File: config.mk
export PLATFORM = sky130hd
export DESIGN_NAME = ad_ip_jesd204_tpl_adc_capture_ctrl_flat
export DESIGN_NICKNAME = d
export VERILOG_FILES = /design/src/rtl/ad_ip_jesd204_tpl_adc_capture_pkg.sv /design/src/rtl/ad_ip_jesd204_tpl_adc_capture_ctrl_if.sv /design/src/rtl/ad_ip_jesd204_tpl_adc_capture_cnt.sv /design/src/rtl/ad_ip_jesd204_tpl_adc_capture_ctrl.sv /design/src/flat_wrapper.sv
export SDC_FILE = /design/constraint.sdc
export NUM_CORES = 1
export LEC_CHECK = 0
export CORE_ASPECT_RATIO = 1.5
export CORE_MARGIN = 3
export CORE_UTILIZATION = 28
export DETAILED_ROUTE_END_ITERATION = 10
export PLACE_DENSITY_LB_ADDON = 0.08
export SLEW_MARGIN = 20
export SYNTH_ARGS = -nofsm -noshare
export SYNTH_HDL_FRONTEND = slang
export SYNTH_SLANG_ARGS = --single-unit
File: constraint.sdc
create_clock -name clk -period 3.04 [get_ports clk]
set_input_delay 0.456 -clock clk [delete_from_list [all_inputs] [get_ports clk]]
set_output_delay 0.456 -clock clk [all_outputs]
set_load 0.02 [all_outputs]
File: src/rtl/ad_ip_jesd204_tpl_adc_capture_pkg.sv
// Shared definitions for the TPL ADC capture sequencer: state encodings
// and the width of the exported state field.
package ad_ip_jesd204_tpl_adc_capture_pkg;

    localparam int STATE_WIDTH = 3;

    typedef enum logic [STATE_WIDTH-1:0] {
        ST_IDLE    = 3'd0,
        ST_ARMED   = 3'd1,
        ST_ALIGN   = 3'd2,
        ST_CAPTURE = 3'd3,
        ST_DONE    = 3'd4
    } capture_state_t;

endpackage

File: src/rtl/ad_ip_jesd204_tpl_adc_capture_ctrl_if.sv
// Bundle of control, link-side, DMA-side and status signals of the capture
// sequencer; the controller sees it through the slave modport.
interface ad_ip_jesd204_tpl_adc_capture_ctrl_if
    import ad_ip_jesd204_tpl_adc_capture_pkg::*;
#(
    parameter int NUM_CHANNELS    = 4,
    parameter int OCTETS_PER_BEAT = 4,
    parameter int COUNT_WIDTH     = 16
) ();

    logic                       ctrl_arm;
    logic                       ctrl_abort;
    logic                       ctrl_trig_en;
    logic [COUNT_WIDTH-1:0]     ctrl_length;
    logic                       trigger;
    logic                       link_valid;
    logic [OCTETS_PER_BEAT-1:0] link_sof;
    logic [NUM_CHANNELS-1:0]    in_valid;
    logic [NUM_CHANNELS-1:0]    enable;
    logic                       dma_ovf;
    logic [NUM_CHANNELS-1:0]    out_valid;
    logic                       status_busy;
    logic                       status_done;
    logic                       status_ovf;
    logic [STATE_WIDTH-1:0]     status_state;
    logic [COUNT_WIDTH-1:0]     beat_count;

    modport master (
        output ctrl_arm, ctrl_abort, ctrl_trig_en, ctrl_length, trigger,
               link_valid, link_sof, in_valid, enable, dma_ovf,
        input  out_valid, status_busy, status_done, status_ovf,
               status_state, beat_count
    );

    modport slave (
        input  ctrl_arm, ctrl_abort, ctrl_trig_en, ctrl_length, trigger,
               link_valid, link_sof, in_valid, enable, dma_ovf,
        output out_valid, status_busy, status_done, status_ovf,
               status_state, beat_count
    );

endinterface

File: src/rtl/ad_ip_jesd204_tpl_adc_capture_cnt.sv
// Beat counter for the capture sequencer: holds the latched capture length,
// counts delivered beats (saturating) and flags the final beat of a capture.
module ad_ip_jesd204_tpl_adc_capture_cnt #(
    parameter int COUNT_WIDTH = 16
) (
    input  logic                   clk,
    input  logic                   resetn,
    input  logic                   load,
    input  logic                   incr,
    input  logic [COUNT_WIDTH-1:0] length,
    output logic [COUNT_WIDTH-1:0] count,
    output logic                   terminal
);

    localparam logic [COUNT_WIDTH-1:0] ONE = COUNT_WIDTH'(1);

    logic [COUNT_WIDTH-1:0] length_q;

    always_ff @(posedge clk or negedge resetn) begin
        if (!resetn) begin
            count    <= '0;
            length_q <= '0;
        end else if (load) begin
            count    <= '0;
            length_q <= length;
        end else if (incr && (count != '1)) begin
            count <= count + ONE;
        end
    end

    // A zero length means continuous capture, so it never terminates.
    assign terminal = (length_q != '0) && ((count + ONE) == length_q);

endmodule

File: src/rtl/ad_ip_jesd204_tpl_adc_capture_ctrl.sv
// Capture sequencer between the TPL ADC core and the DMA: arm, optional
// trigger wait, start-of-frame alignment and gating of per-channel valids.
module ad_ip_jesd204_tpl_adc_capture_ctrl
    import ad_ip_jesd204_tpl_adc_capture_pkg::*;
#(
    parameter int NUM_CHANNELS    = 4,
    parameter int OCTETS_PER_BEAT = 4,
    parameter int COUNT_WIDTH     = 16
) (
    input logic                            clk,
    input logic                            resetn,
    ad_ip_jesd204_tpl_adc_capture_ctrl_if.slave bus
);

    capture_state_t             state;
    capture_state_t             state_nxt;
    logic                       trigger_d;
    logic                       trig_rise;
    logic                       start;
    logic                       arm_accept;
    logic                       gate;
    logic                       done_set;
    logic                       done_q;
    logic                       ovf_q;
    logic                       cnt_terminal;
    logic [COUNT_WIDTH-1:0]     cnt_value;
    logic [OCTETS_PER_BEAT-1:0] sof_upper_unused;

    // Only octet position 0 marks a frame boundary usable as capture start.
    assign sof_upper_unused = bus.link_sof;
    assign start            = bus.link_valid & bus.link_sof[0];
    assign trig_rise        = bus.trigger & ~trigger_d;

    always_ff @(posedge clk or negedge resetn) begin
        if (!resetn) begin
            state     <= ST_IDLE;
            trigger_d <= 1'b0;
            done_q    <= 1'b0;
            ovf_q     <= 1'b0;
        end else begin
            state     <= state_nxt;
            trigger_d <= bus.trigger;
            if (arm_accept) begin
                done_q <= 1'b0;
            end else if (done_set) begin
                done_q <= 1'b1;
            end
            if (arm_accept) begin
                ovf_q <= 1'b0;
            end else if (bus.dma_ovf && (state == ST_CAPTURE)) begin
                ovf_q <= 1'b1;
            end
        end
    end

    always_comb begin
        state_nxt  = state;
        gate       = 1'b0;
        done_set   = 1'b0;
        arm_accept = bus.ctrl_arm & ~bus.ctrl_abort &
                     ((state == ST_IDLE) || (state == ST_DONE));
        case (state)
            ST_IDLE: begin
                if (arm_accept) state_nxt = ST_ARMED;
            end
            ST_ARMED: begin
                if (!bus.ctrl_trig_en || trig_rise) state_nxt = ST_ALIGN;
            end
            ST_ALIGN: begin
                if (start) begin
                    gate = 1'b1;
                    if (cnt_terminal) begin
                        state_nxt = ST_DONE;
                        done_set  = 1'b1;
                    end else begin
                        state_nxt = ST_CAPTURE;
                    end
                end
            end
            ST_CAPTURE: begin
                gate = 1'b1;
                if (bus.link_valid && cnt_terminal) begin
                    state_nxt = ST_DONE;
                    done_set  = 1'b1;
                end
            end
            ST_DONE: begin
                if (arm_accept) state_nxt = ST_ARMED;
            end
            default: state_nxt = ST_IDLE;
        endcase
        // Abort overrides everything, but the beat in flight is still gated out.
        if (bus.ctrl_abort) begin
            state_nxt = ST_IDLE;
            done_set  = 1'b0;
        end
    end

    ad_ip_jesd204_tpl_adc_capture_cnt #(
        .COUNT_WIDTH (COUNT_WIDTH)
    ) i_cnt (
        .clk      (clk),
        .resetn   (resetn),
        .load     (arm_accept),
        .incr     (gate & bus.link_valid),
        .length   (bus.ctrl_length),
        .count    (cnt_value),
        .terminal (cnt_terminal)
    );

    assign bus.out_valid    = bus.in_valid & bus.enable & {NUM_CHANNELS{gate}};
    assign bus.status_busy  = (state == ST_ARMED) || (state == ST_ALIGN) ||
                              (state == ST_CAPTURE);
    assign bus.status_done  = done_q;
    assign bus.status_ovf   = ovf_q;
    assign bus.status_state = state;
    assign bus.beat_count   = cnt_value;

endmodule

File: src/flat_wrapper.sv
// flat-port wrapper written by rule: the top's interface ports become plain ports
module ad_ip_jesd204_tpl_adc_capture_ctrl_flat import ad_ip_jesd204_tpl_adc_capture_pkg::*;
#(
    parameter int NUM_CHANNELS    = 4,
    parameter int OCTETS_PER_BEAT = 4,
    parameter int COUNT_WIDTH     = 16
)
  (clk, resetn, bus_ctrl_arm, bus_ctrl_abort, bus_ctrl_trig_en, bus_ctrl_length, bus_trigger, bus_link_valid, bus_link_sof, bus_in_valid, bus_enable, bus_dma_ovf, bus_out_valid, bus_status_busy, bus_status_done, bus_status_ovf, bus_status_state, bus_beat_count);
  ad_ip_jesd204_tpl_adc_capture_ctrl_if #(.NUM_CHANNELS(NUM_CHANNELS), .OCTETS_PER_BEAT(OCTETS_PER_BEAT), .COUNT_WIDTH(COUNT_WIDTH)) bus_i ();
  input logic clk;
  input logic resetn;
  input wire logic [$bits(bus_i.ctrl_arm)-1:0] bus_ctrl_arm;
  input wire logic [$bits(bus_i.ctrl_abort)-1:0] bus_ctrl_abort;
  input wire logic [$bits(bus_i.ctrl_trig_en)-1:0] bus_ctrl_trig_en;
  input wire logic [$bits(bus_i.ctrl_length)-1:0] bus_ctrl_length;
  input wire logic [$bits(bus_i.trigger)-1:0] bus_trigger;
  input wire logic [$bits(bus_i.link_valid)-1:0] bus_link_valid;
  input wire logic [$bits(bus_i.link_sof)-1:0] bus_link_sof;
  input wire logic [$bits(bus_i.in_valid)-1:0] bus_in_valid;
  input wire logic [$bits(bus_i.enable)-1:0] bus_enable;
  input wire logic [$bits(bus_i.dma_ovf)-1:0] bus_dma_ovf;
  output wire logic [$bits(bus_i.out_valid)-1:0] bus_out_valid;
  output wire logic [$bits(bus_i.status_busy)-1:0] bus_status_busy;
  output wire logic [$bits(bus_i.status_done)-1:0] bus_status_done;
  output wire logic [$bits(bus_i.status_ovf)-1:0] bus_status_ovf;
  output wire logic [$bits(bus_i.status_state)-1:0] bus_status_state;
  output wire logic [$bits(bus_i.beat_count)-1:0] bus_beat_count;
  assign bus_i.ctrl_arm = bus_ctrl_arm;
  assign bus_i.ctrl_abort = bus_ctrl_abort;
  assign bus_i.ctrl_trig_en = bus_ctrl_trig_en;
  assign bus_i.ctrl_length = bus_ctrl_length;
  assign bus_i.trigger = bus_trigger;
  assign bus_i.link_valid = bus_link_valid;
  assign bus_i.link_sof = bus_link_sof;
  assign bus_i.in_valid = bus_in_valid;
  assign bus_i.enable = bus_enable;
  assign bus_i.dma_ovf = bus_dma_ovf;
  assign bus_out_valid = bus_i.out_valid;
  assign bus_status_busy = bus_i.status_busy;
  assign bus_status_done = bus_i.status_done;
  assign bus_status_ovf = bus_i.status_ovf;
  assign bus_status_state = bus_i.status_state;
  assign bus_beat_count = bus_i.beat_count;
  ad_ip_jesd204_tpl_adc_capture_ctrl #(.NUM_CHANNELS(NUM_CHANNELS), .OCTETS_PER_BEAT(OCTETS_PER_BEAT), .COUNT_WIDTH(COUNT_WIDTH)) u_core (.clk(clk), .resetn(resetn), .bus(bus_i));
endmodule
==> results of run 1 <==
routing by layer:
metal / part of all wire, % / vias to the layer above / track usage (%)
met4: 1.4 / 0 / 5.074
met1: 41 / 1040 / 18.28
met5: 0 / - / 0
met2: 53 / 55 / 27.18
met3: 4.0 / 6 / 3.369
li1: - / 1117 / -
final timing paths:
| check | endpoint | slack (ns) |
|---|---|---|
| max | u_core.bus.status_state[2]$_DFFE_PN0P_ | 0.25 |
| min | u_core.i_cnt.count[7]$_DFFE_PN0P_ | 0.28 |
| max reg2reg | u_core.bus.status_state[2]$_DFFE_PN0P_ | 0.25 |
| min reg2reg | u_core.bus.status_done$_DFFE_PN0P_ | 0.51 |
| max in group asynchronous | u_core.i_cnt.length_q[0]$_DFFE_PN0P_ | 2.21 |
| min in group clk | u_core.bus.status_done$_DFFE_PN0P_ | 0.51 |
where the power goes:
group / switching (mW) / internal, mW / total, mW
clock network: 0.228 / 0.472 / 0.699
logic: 0.281 / 0.275 / 0.556
registers: 0.127 / 0.604 / 0.731
total: 0.636 / 1.35 / 1.99
cells by family (layout without fill, tap and decap cells):
group                    after synthesis  count (layout)  synth area share (%)
XOR/XNOR                              20              20                 7.503
AO/OA/AOI/OAI                         62              62                 16.77
buffers and inverters                 22              84                 4.502
multiplexers                           1               1                0.4287
flip-flops                            38              38                 40.73
adder cells (fa/ha/maj)                1               1                0.5358
AND/OR/NAND/NOR                      136             136                 29.53
worst max-delay path, delay by kind of cell, from the launching register on:
kind / cells / cell delay, ns
adder cells (fa/ha/maj): 1 / 0.39
XOR/XNOR: 1 / 0.16
AO/OA/AOI/OAI: 1 / 0.16
flip-flops: 1 / 0.41
AND/OR/NAND/NOR: 5 / 1.60
final cells by class:
class	instances	share of cell area (%)
Multi-Input combinational cell	220	39.57
Sequential cell	38	29.20
Timing Repair Buffer	71	20.67
Tap cell	105	4.034
Clock buffer	5	3.842
Clock inverter	3	2.113
Inverter	5	0.5763
cell usage in the layout, fill, tap and decap left out, types with 2 or more instances in the layout:
cell type / n
nand2_1: 57
clkdlybuf4s50_1: 57
dfrtp_1: 38
o21ai_0: 26
nor2_1: 17
xnor2_1: 13
buf_4: 13
nand3_1: 10
nand2b_1: 8
o31ai_1: 8
xor2_1: 7
nor4_1: 7
and3_1: 6
nor2b_1: 5
nand4_1: 5
inv_1: 5
nor3_1: 5
clkbuf_16: 5
a31oi_1: 4
a21oi_1: 4
a21o_1: 3
nand3b_1: 3
and4_1: 3
o21a_1: 3
and2_1: 2
nor4_2: 2
or3_1: 2
nor4b_2: 2
o22ai_1: 2
o211ai_1: 2
a211oi_1: 2
bufinv_16: 2
registers in the layout, indices dropped and copies added, names as in the netlist:
signal / cells
u_core.i_cnt.count: 16
u_core.i_cnt.length_q: 16
u_core.bus.status_state: 3
u_core.bus.status_done: 1
u_core.bus.status_ovf: 1
u_core.trigger_d: 1
==> flow_metrics.env, run 1 <==
export IMPL_vias=2218
export IMPL_synth_top_area_share_pct=40.73
export IMPL_drt_iter0_drc=122
export IMPL_crit_start="u_core.i_cnt.count[1]$_DFFE_PN0P_"
export IMPL_hold_violations=0
export IMPL_grt_max_degree=39
export IMPL_yosys_warnings=0
export IMPL_die_x_um=80.56
export IMPL_io_pins=62
export IMPL_drt_pass1_iterations=4
export IMPL_dpl_worst_slack_ns=0.2472
export IMPL_dp_cells=439
export IMPL_peakVddDrop_mv=0.3667
export IMPL_antenna_cells=0
export IMPL_antenna_left=0
export IMPL_ys_async_sr_fraction_pct=100.0
export IMPL_multi_input_area_um2=1289
export IMPL_wl_per_cell_um=15.51
export IMPL_syn_nets=317
export IMPL_area_sequential_um2=950.9
export IMPL_fmax_ghz=0.3586
export IMPL_cts_htree_levels=2
export IMPL_viasPerCell=4.962
export IMPL_clk_latency_ns=0.29
export IMPL_final_nets=378
export IMPL_place_area_um2=3063
export IMPL_gp_congestion=0.8330
export IMPL_critical_path_slowest_cell="or4_4"
export IMPL_period_needed_ns=2.789
export IMPL_outcome="complete, no violations"
export IMPL_grt_pass1_wl_um=11460
export IMPL_ys_types=45
export IMPL_synth_area_top_cells="dfrtp_1, nand2_1, o21ai_0"
export IMPL_crit_path_end_kind="flop"
export IMPL_syn_inst=280
export IMPL_fp_coreArea_um2=8058
export IMPL_p_total_mw=1.986
export IMPL_fill_cells=821
export IMPL_fin_cells=447
export IMPL_setup_viol=0
export IMPL_crit_required_ns=3.25
export IMPL_cts_resized=0
export IMPL_ys_seq_area_share_pct=40.73
export IMPL_min_path_type="input port to async pin"
export IMPL_p_leak_nw=1.352
export IMPL_post_route_util_pct=40.42
export IMPL_cts_hold_buf=0
export IMPL_cts_sinks=38
export IMPL_startpoint_type="flop"
export IMPL_finalInstanceArea_um2=3257
export IMPL_overflow=0
export IMPL_finalMaxSlewViolations=0
export IMPL_cap_viol_max_count=0
export IMPL_reg2regPathDepth=8
export IMPL_cp_cell_sequence="ha_1, nand2_1, nor4_2, nand3_1, xnor2_1, or4_4, or3_1, a21oi_1"
export IMPL_synth_main_ff_cell="dfrtp_1"
export IMPL_rows=40
export IMPL_grt_usage_pct=15.49
export IMPL_post_synth_top_count_cell="nand2_1"
export IMPL_synth_edf_count=0
export IMPL_syn_avg_cell_area_um2=8.338
export IMPL_portBuffers=58
export IMPL_fin_crit_sh_pct=91.74
export IMPL_cts_setup_buffers=0
export IMPL_slew_headroom_pct=41.60
export IMPL_routed_wirelength_um=6934
export IMPL_max_slew_worst_pin_slew_ns=0.8760
export IMPL_cts_root_buf="clkbuf_16"
export IMPL_totalNegativeSetupSlack_ns=0
export IMPL_ys_top_cells_by_count="nand2_1, dfrtp_1, o21ai_0"
export IMPL_worst_ep_arrival_time_ns=3.00
export IMPL_clockBufferDepth=2
export IMPL_r2r_start="u_core.i_cnt.count[1]$_DFFE_PN0P_"
export IMPL_die_area_um2=9493
export IMPL_fp_dieH_um=117.8
export IMPL_critPathMaxFanout=8
export IMPL_yosys_area_top_type="dfrtp_1"
export IMPL_worstSetupPathType="flop to flop"
export IMPL_area_growth_pct=39.50
export IMPL_cts_buffers=5
export IMPL_cts_tree="yes"
export IMPL_fin_skew_ns=0.008413
export IMPL_setup_slack_ns=0.2512
export IMPL_rsz0062_at_grt="no"
export IMPL_hold_worst_slack_ns=0.2834
export IMPL_synth_area_um2=2335
export IMPL_max_stage_delay_ns=0.55
export IMPL_drive_above_1_share_pct=8.187
export IMPL_ys_ff_latch=38
export IMPL_p_per_area_nw_per_um2=609.9
export IMPL_initial_core_util_pct=28.98
export IMPL_antenna_found_initial=0
export IMPL_drc=0
export IMPL_clk_pin_slew_ns=0.07
export IMPL_place_hpwl_um=5206
export IMPL_grt_pass1_vias=2290
No activity file was read; power rests on OpenSTA's default activity.
==> run 2, diff against run 1 <==
--- a/config.mk
+++ b/config.mk
@@ -5,10 +5,12 @@
 export SDC_FILE = /design/constraint.sdc
 export NUM_CORES = 1
 export LEC_CHECK = 0
+export ABC_AREA = 1
 export CORE_ASPECT_RATIO = 1.5
 export CORE_MARGIN = 3
 export CORE_UTILIZATION = 28
 export DETAILED_ROUTE_END_ITERATION = 10
+export GPL_ROUTABILITY_DRIVEN = 0
 export PLACE_DENSITY_LB_ADDON = 0.08
 export SLEW_MARGIN = 20
 export SYNTH_ARGS = -nofsm -noshare
==> constraint.sdc (replaced) <==
create_clock -name clk -period 2.6 [get_ports clk]
set_input_delay 0.39 -clock clk [delete_from_list [all_inputs] [get_ports clk]]
set_output_delay 0.39 -clock clk [all_outputs]
set_load 0.02 [all_outputs]
==> run 2 against run 1 <==
Compared with the run above:
- combinational power is 85% higher
- critical path depth decreased by 1
- worst setup slack got worse by 0.094 ns
- via count rose by 10%
- sequential share of layout area increased by 0.11 points
- synthesized cell count rose by 24%
- sequential power rose by 19%
- count of clock-buffer cells in the layout rose by 1
- clock power decreased by 11%
- area after synthesis is essentially flat
- clock skew decreased by 0.0039 ns
- critical path type is now flop to primary output
- critical endpoint is now bus_out_valid[2]
- largest power group is now combinational logic
==> flow_metrics.env, run 2 <==
export IMPL_outcome="complete, no violations"
export IMPL_final_nets=451
export IMPL_drc=0
export IMPL_rrSetupSlack_ns=0.29
export IMPL_post_synth_top_count_cell="nand2_1"
export IMPL_syn_nets=384
export IMPL_antenna_cells=0
export IMPL_initial_core_util_pct=28.99
export IMPL_final_cell_mix="nand2_1, clkdlybuf4s50_1, inv_1"
export IMPL_post_route_util_pct=40.26
export IMPL_grt_pass1_wl_um=11490
export IMPL_synth_main_ff_cell="dfrtp_1"
export IMPL_power_frac_seq_pct=34.5
export IMPL_io_pins=62
export IMPL_finalMaxSlewViolations=0
export IMPL_p_clk_share_pct=24.7
export IMPL_die_area_um2=9498
export IMPL_totalNegativeSetupSlack_ns=0
export IMPL_ys_types=27
export IMPL_wl_per_cell_um=13.33
export IMPL_yosys_warnings=0
export IMPL_vias=2446
export IMPL_grt_pass1_vias=2408
export IMPL_max_slew_worst_pin_slew_ns=0.9144
export IMPL_fin_crit_sh_pct=93.94
export IMPL_max_stage_delay_ns=0.60
export IMPL_hold_violations=0
export IMPL_place_hpwl_um=5365
export IMPL_syn_avg_cell_area_um2=6.732
export IMPL_ys_ff_latch=38
export IMPL_drive_above_1_share_pct=7.470
export IMPL_startpoint_type="flop"
export IMPL_ys_seq_area_share_pct=40.71
export IMPL_p_sw_mw=0.9812
export IMPL_portBuffers=58
export IMPL_cts_resized=0
export IMPL_cts_setup_buffers=0
export IMPL_antenna_left=0
export IMPL_synth_area_top_cells="dfrtp_1, nand2_1, nand3_1"
export IMPL_worstSetupPathType="flop to primary output"
export IMPL_ys_top_cells_by_count="nand2_1, inv_1, nand3_1"
export IMPL_synth_top_area_share_pct=40.71
export IMPL_r2r_end="u_core.bus.status_state[2]$_DFFE_PN0P_"
export IMPL_dp_cells=512
export IMPL_routed_wirelength_um=6932
export IMPL_worst_ep_arrival_time_ns=2.05
export IMPL_fmax_ghz=0.4094
export IMPL_reg2regPathDepth=15
export IMPL_min_path_type="input port to async pin"
export IMPL_fin_cells=520
export IMPL_critical_path_slowest_cell="clkdlybuf4s50_1"
export IMPL_clk_latency_ns=0.28
export IMPL_cap_viol_max_count=0
export IMPL_p_per_area_nw_per_um2=780.2
export IMPL_fp_dieH_um=117.9
export IMPL_cts_sinks=38
export IMPL_fin_skew_ns=0.004477
export IMPL_synth_edf_count=0
export IMPL_syn_inst=347
export IMPL_slew_headroom_pct=39.04
export IMPL_swShare_pct=38.76
export IMPL_cts_htree_levels=2
export IMPL_pwr_share_comb_pct=40.8
export IMPL_drt_iter0_drc=118
export IMPL_cp_cell_sequence="nor2_2, inv_1, a21oi_1, buf_4, nand3_1, inv_1, clkdlybuf4s50_1"
export IMPL_cts_buffers=5
export IMPL_ys_async_sr_fraction_pct=100.0
export IMPL_grt_usage_pct=15.38
export IMPL_cts_tree="yes"
export IMPL_rows=40
export IMPL_layout_commonest_cell="nand2_1"
export IMPL_p_leak_nw=1.495
export IMPL_rsz0062_at_grt="no"
export IMPL_synth_area_um2=2336
export IMPL_crit_top_cell="inv_1"
export IMPL_viasPerCell=4.704
export IMPL_drt_pass1_iterations=4
export IMPL_peakVddDrop_mv=0.4150
export IMPL_overflow=0
export IMPL_area_growth_pct=38.89
export IMPL_fill_cells=874
export IMPL_cts_root_buf="clkbuf_16"
export IMPL_crit_required_ns=2.21
export IMPL_cts_hold_buf=0
export IMPL_clk_pin_slew_ns=0.06
export IMPL_grt_max_degree=39
export IMPL_p_int_mw=1.550
export IMPL_die_x_um=80.58
export IMPL_period_needed_ns=2.442
export IMPL_antenna_found_initial=0
export IMPL_setup_viol=0
export IMPL_clockBufferDepth=2
export IMPL_r2r_start="u_core.i_cnt.count[0]$_DFFE_PN0P_"
export IMPL_crit_path_end_kind="primary output"
export IMPL_critPathMaxFanout=6
export IMPL_yosys_area_top_type="dfrtp_1"
export IMPL_fp_coreArea_um2=8058
==> run 2: worst max path at each step <==
stage	from	end	depth (start not counted)
6_report	u_core.bus.status_state[2]$_DFFE_PN0P_	bus_out_valid[2]	7
5_1_grt	u_core.i_cnt.count[0]$_DFFE_PN0P_	u_core.bus.status_state[1]$_DFFE_PN0P_	15
4_1_cts	u_core.bus.status_state[2]$_DFFE_PN0P_	bus_out_valid[2]	7
3_5_place_dp	bus_link_valid	bus_out_valid[2]	7
3_3_place_gp	bus_link_valid	bus_out_valid[2]	7
2_1_floorplan	u_core.i_cnt.count[0]$_DFFE_PN0P_	u_core.bus.status_state[2]$_DFFE_PN0P_	16
==> run 2: stage by stage <==
step / total power [mW] / worst slack [ns] / hold WS [ns] / cell area (µm²)
2_1_floorplan: 1.506 / 0.5841 / 0.09441 / 2336
3_3_place_gp: 1.911 / 0.2560 / 0.4869 / 3090
3_5_place_dp: 1.924 / 0.2447 / 0.5091 / 3090
4_1_cts: 2.564 / 0.06721 / 0.2911 / 3242
5_1_grt: 2.733 / 0.02838 / 0.3324 / 3244
6_report: 2.531 / 0.1575 / 0.2472 / 3244
==> run 2: worst max-delay path: cells and delay by family, from the launching register on <==
family,cells,cell delay (ns)
AND/OR/NAND/NOR,2,0.29
AO/OA/AOI/OAI,1,0.12
buffers and inverters,4,0.91
flip-flops,1,0.45
==> run 2: cell type report <==
cell class | instances | area, µm² | share of cell area [%]
flip-flops and latches | 38 | 950.9 | 29.31
clock inverters | 2 | 12.51 | 0.3857
inverters | 54 | 202.7 | 6.248
clock buffers | 6 | 138.9 | 4.281
multi-input cells | 250 | 1167 | 35.98
well taps | 105 | 131.4 | 4.049
repair buffers | 65 | 640.6 | 19.75
==> run 2: kinds of logic after synthesis <==
group / share of synthesized area, %
buf+inv: 9.533
compound gates: 9.266
xor+xnor: 0.7500
flops: 40.71
simple gates: 39.21
fa+ha+maj: 0.5355
==> run 2: metal layers <==
| metal | up-vias | wire (µm) | track usage (%) |
|---|---|---|---|
| met3 | 6 | 298 | 2.297 |
| li1 | 1253 | - | - |
| met5 | - | 0 | 0 |
| met2 | 60 | 3678 | 27.49 |
| met4 | 0 | 83 | 3.805 |
| met1 | 1127 | 2871 | 18.90 |
==> run 2: power by group through the flow <==
stage	Clock (mW)	Combinational (mW)	Sequential (mW)
global placement	0	1.03	0.880
global route	0.666	1.17	0.898
CTS	0.644	1.05	0.874
finish	0.625	1.03	0.872
floorplan	0	0.608	0.898
detailed placement	0	1.04	0.883
